==> src/rtl/clk_gate_ctrl.sv <==
// Sleep/wake controller producing the enable for the core clock-gate cell.
// Optional gated-cycle statistics counter is enabled by defining CLK_GATE_STATS_EN.
module clk_gate_ctrl #(
  parameter int IdleCycles = 16,
  parameter int WakeDelay  = 2
) (
  input  logic        clk_i,
  input  logic        rst_ni,
  input  logic        test_en_i,
  input  logic        core_sleep_i,
  input  logic        bus_busy_i,
  input  logic        wake_req_i,
  output logic        clk_en_o,
  output logic        gated_o,
  output logic        wake_ack_o,
  input  logic        stats_clr_i,
  output logic [31:0] gate_cycles_o
);

  if (IdleCycles < 1 || IdleCycles > 65535) begin : g_bad_idle
    $error("clk_gate_ctrl: IdleCycles must be in 1..65535");
  end
  if (WakeDelay < 1 || WakeDelay > 255) begin : g_bad_wake
    $error("clk_gate_ctrl: WakeDelay must be in 1..255");
  end

  localparam logic [15:0] IdleLast = 16'(IdleCycles - 1);
  localparam logic [7:0]  WakeLast = 8'(WakeDelay - 1);

  typedef enum logic [1:0] {
    ACTIVE = 2'd0,
    GATED  = 2'd1,
    WAKE   = 2'd2
  } state_t;

  state_t      state, state_next;
  logic [15:0] idle_cnt, idle_next;
  logic [7:0]  wake_cnt, wake_next;
  logic        fsm_en, fsm_en_next;
  logic        gated, gated_next;
  logic        wake_ack, wake_ack_next;
  logic        qual;

  always_ff @(posedge clk_i or negedge rst_ni) begin
    if (!rst_ni) begin
      state    <= ACTIVE;
      idle_cnt <= '0;
      wake_cnt <= '0;
      fsm_en   <= 1'b1;
      gated    <= 1'b0;
      wake_ack <= 1'b0;
    end else begin
      state    <= state_next;
      idle_cnt <= idle_next;
      wake_cnt <= wake_next;
      fsm_en   <= fsm_en_next;
      gated    <= gated_next;
      wake_ack <= wake_ack_next;
    end
  end

  always_comb begin
    qual          = core_sleep_i & ~bus_busy_i & ~wake_req_i;
    state_next    = state;
    idle_next     = idle_cnt;
    wake_next     = wake_cnt;
    wake_ack_next = 1'b0;
    case (state)
      ACTIVE: begin
        if (!qual) begin
          idle_next = '0;
        end else if (idle_cnt == IdleLast) begin
          state_next = GATED;
          idle_next  = '0;
        end else begin
          idle_next = idle_cnt + 16'd1;
        end
      end
      GATED: begin
        idle_next = '0;
        if (wake_req_i) begin
          state_next = WAKE;
          wake_next  = '0;
        end
      end
      WAKE: begin
        idle_next = '0;
        if (wake_cnt == WakeLast) begin
          state_next    = ACTIVE;
          wake_next     = '0;
          wake_ack_next = 1'b1;
        end else begin
          wake_next = wake_cnt + 8'd1;
        end
      end
      default: begin
        state_next = ACTIVE;
        idle_next  = '0;
        wake_next  = '0;
      end
    endcase
    // Output flops are loaded from the next state so they stay glitch-free registers.
    fsm_en_next = (state_next != GATED);
    gated_next  = (state_next == GATED);
  end

  assign clk_en_o   = fsm_en | test_en_i;
  assign gated_o    = gated;
  assign wake_ack_o = wake_ack;

`ifdef CLK_GATE_STATS_EN
  logic [31:0] gate_cycles;

  // Clear has priority over counting; the count sticks at all-ones.
  always_ff @(posedge clk_i or negedge rst_ni) begin
    if (!rst_ni) begin
      gate_cycles <= '0;
    end else if (stats_clr_i) begin
      gate_cycles <= '0;
    end else if (state == GATED && gate_cycles != 32'hFFFF_FFFF) begin
      gate_cycles <= gate_cycles + 32'd1;
    end
  end

  assign gate_cycles_o = gate_cycles;
`else
  logic unused_stats_clr;
  assign unused_stats_clr = stats_clr_i;
  assign gate_cycles_o    = '0;
`endif

endmodule

==> config.mk <==
export PLATFORM = sky130hd
export DESIGN_NAME = clk_gate_ctrl
export DESIGN_NICKNAME = d
export VERILOG_FILES = /design/src/rtl/clk_gate_ctrl.sv
export SDC_FILE = /design/constraint.sdc
export NUM_CORES = 1
export LEC_CHECK = 0
export CORE_ASPECT_RATIO = 1.75
export CORE_MARGIN = 10
export CORE_UTILIZATION = 50
export CTS_BUF_LIST = sky130_fd_sc_hd__clkbuf_4 sky130_fd_sc_hd__clkbuf_8
export DETAILED_ROUTE_END_ITERATION = 7
export GPL_ROUTABILITY_DRIVEN = 0
export PLACE_DENSITY = 0.8
export SYNTH_ARGS = -nofsm -noshare
export SYNTH_HDL_FRONTEND = slang
export SYNTH_SLANG_ARGS = --single-unit
==> constraint.sdc <==
create_clock -name clk_i -period 2.3 [get_ports clk_i]
set_clock_uncertainty 0.2 [all_clocks]
set_input_delay 0.46 -clock clk_i [delete_from_list [all_inputs] [get_ports clk_i]]
set_output_delay 0.46 -clock clk_i [all_outputs]
set_load 0.01 [all_outputs]
==> results.json, run 1 <==
{
  "p_per_area_mw_per_mm2": 653,
  "fin_nets": 196,
  "synth_top_cell_by_area": "dfrtp_1",
  "slew_violations": 0,
  "firstDrtPassIters": 4,
  "start_util_pct": 51.8,
  "outcome": "finished, final reports clean",
  "cts_resized": 1,
  "rows": 27,
  "post-route-period-util_pct": 90.9,
  "grt_pass1_vias": 1238,
  "drt-initial-drc-count": 33,
  "cts-root-buf": "clkbuf_8",
  "portBuffers": 8,
  "grt_usage_pct": 10.7,
  "fin_cells": 230,
  "worstPathMaxFanout": 1,
  "rsz0062_at_grt": "no",
  "min_period_ps": 2090,
  "insertion_delay_ps": 290,
  "start_kind": "primary input",
  "seqCellArea_um2": 727,
  "end_kind": "output port",
  "dieWidth_um": 63.1,
  "min_path_type": "register to register",
  "cp.arrival_ps": 1430,
  "ff2ff_path_depth": 6,
  "whs_path_depth": 1,
  "synth_area_per_cell_um2": 9.58,
  "synth_seq_cells": 29,
  "internal-power_mw": 0.845,
  "grt_overflow_total": 0,
  "ant_nets": 0,
  "cts_htree_levels": 2,
  "cts_tree": "built",
  "p_comb_share_pct": 9.9,
  "ys_top_cells_by_area": "dfrtp_1, buf_4, xnor2_1, nor2_1, xor2_1",
  "hold_viol_final": 0,
  "async_flop_share_pct": 100,
  "hold_start": "idle_cnt[0]",
  "wirelength_um": 2950,
  "required_ps": 1640,
  "area_delta_synth_final_pct": 7.84,
  "antenna_cells": 0,
  "setup_violations": 0,
  "worstReg2RegStart": "wake_cnt[1]",
  "pwr-share-seq_pct": 49.0,
  "switching_share_pct": 26.3,
  "die-area_mm2": 0.00603,
  "p_leak_nw": 0.799,
  "routed_via_density": 4.93,
  "routedWlPerCell_um": 12.8,
  "yosysSeqAreaShare_pct": 44.7,
  "worstReg2RegEnd": "wake_cnt[4]",
  "maxCapViolCount": 0,
  "fin_util_pct": 55.9,
  "yosysUniqueCellTypes": 31,
  "synth_edf_count": 0,
  "ios": 42,
  "drive_gt1_share_pct": 9.09,
  "p_switching_mw": 0.302,
  "clk_pin_slew_ps": 60,
  "grt_max_degree": 30,
  "yosysTopAreaCellShare_pct": 43.0,
  "placedCellCount": 222,
  "drc": 0,
  "cts_num_sinks": 29,
  "synth_ff_type": "dfrtp_1",
  "fill_cells": 307,
  "antenna_found_initial": 0,
  "clk_path_buf_depth": 2,
  "core_mm2": 0.00314,
  "syn_area_mm2": 0.00163,
  "path_class": "primary input to output port",
  "r2r_setup_slack_ps": 420,
  "post_cts_buffers": 0,
  "numCtsBuffers": 5,
  "yosysWarningCount": 0,
  "grt_pass1_wl_um": 5180,
  "route.vias.total": 1133,
  "netlist_instances": 170,
  "cts_hold_buf": 0,
  "multi_input_area_um2": 746,
  "dieHeight_um": 95.5,
  "vdd_drop_max_mv": 0.459,
  "clockPowerShare_pct": 41.1,
  "dp_hpwl_um": 2220,
  "whs_endpoint": "idle_cnt[0]",
  "fmax_mhz": 478,
  "power_mw": 1.15
}
## kinds of logic (layout without fill, tap and decap cells)
kind of cell               after synthesis  after routing  share of synthesized area [%]
AOI/OAI and AO/OA                        9              9                           3.61
xor gates and xnor gates                19             19                           10.2
adders and majority gates                3              3                           2.31
buffers and inverters                   40             26                           16.7
DFF                                     29             29                           44.7
other                                    1             32                          0.230
and+or+nand+nor                         69             69                           22.3
## layout by cell type (no fill, tap or decap), types with 5 or more instances in the layout
| master | n |
|---|---|
| conb_1 | 32 |
| dfrtp_1 | 28 |
| nor2_1 | 22 |
| xnor2_1 | 11 |
| nand2_1 | 10 |
| xor2_1 | 8 |
| nor4_1 | 7 |
| clkbuf_8 | 7 |
| clkdlybuf4s50_1 | 7 |
| inv_1 | 6 |
| nand4_1 | 6 |
| nand3_1 | 6 |
| nor3_1 | 5 |
| and3_1 | 5 |
## registers in the layout, indices dropped and copies added, names as in the netlist
name	count
fsm_en	1
wake_cnt	8
wake_ack_o	1
gated_o	1
idle_cnt	16
state	2
## synthesized netlist by cell type, types with 2 or more instances
| master | instances |
|---|---|
| buf_4 | 32 |
| dfrtp_1 | 28 |
| nor2_1 | 22 |
| xnor2_1 | 11 |
| nand2_1 | 10 |
| xor2_1 | 8 |
| nor4_1 | 7 |
| inv_1 | 6 |
| nand3_1 | 6 |
| nand4_1 | 6 |
| and3_1 | 5 |
| nor3_1 | 5 |
| a21oi_1 | 3 |
| ha_1 | 3 |
| o32ai_1 | 2 |
## power groups by stage
stage,Sequential [mW],Combinational [mW],Clock (mW)
floorplan,0.565,0.120,0
CTS,0.562,0.114,0.483
finish,0.562,0.114,0.471
global placement,0.569,0.110,0
global route,0.568,0.133,0.510
detailed placement,0.571,0.113,0
## how the worst max path moves through the flow
stage,end,start,slack (ps),cells after the start
after floorplan,idle_cnt[10],idle_cnt[0],610,6
after global placement,clk_en_o,test_en_i,20,3
after detailed placement,clk_en_o,test_en_i,-5,3
after CTS,clk_en_o,test_en_i,200,3
after global routing,clk_en_o,test_en_i,160,3
final,clk_en_o,test_en_i,210,3
## cell type report
cell class | instances | area share (%)
clock buffer | 7 | 5.49
clock inverter | 1 | 0.285
inverter | 7 | 1.50
multi-input combinational | 132 | 42.5
sequential | 29 | 41.4
tap | 43 | 3.06
timing repair buffer | 11 | 5.77
## worst max-delay path: stages
cell and delay (ps):
clkdlybuf4s50_1 390, or2_2 290, dlygate4sd2_1 290
## per-layer routing
| metal | part of all wire, % | track usage (%) | wire, µm | vias up |
|---|---|---|---|---|
| li1 | - | - | - | 541 |
| met5 | 0 | 0 | 0 | - |
| met1 | 39 | 9.79 | 1150 | 548 |
| met2 | 53 | 19.0 | 1560 | 35 |
| met3 | 5.3 | 4.81 | 156 | 9 |
| met4 | 3.1 | 6.37 | 92 | 0 |
## metrics by stage
| stage | setup TNS [ps] | hold WS, ps | area [µm²] | worst slack, ps |
|---|---|---|---|---|
| 6_report | 0 | 287 | 1760 | 209 |
| 5_1_grt | 0 | 318 | 1760 | 161 |
| 4_1_cts | 0 | 291 | 1760 | 196 |
| 3_5_place_dp | -4.61 | 283 | 1660 | -4.61 |
| 3_3_place_gp | 0 | 269 | 1660 | 17.6 |
| 2_1_floorplan | 0 | -35.6 | 1740 | 613 |
(Power assumes the default switching activity.)
==> run 2, diff against run 1 <==
- TNS_END_PERCENT: not set -> 50
==> results of run 2 <==
No change in the layout: final DEF, timing and power equal those of run 1.
==> run 3, diff against run 2 <==
- ABC_CLOCK_PERIOD_IN_PS: not set -> 2300
==> results of run 3 <==
No change in the layout: final DEF, timing and power equal those of run 1.
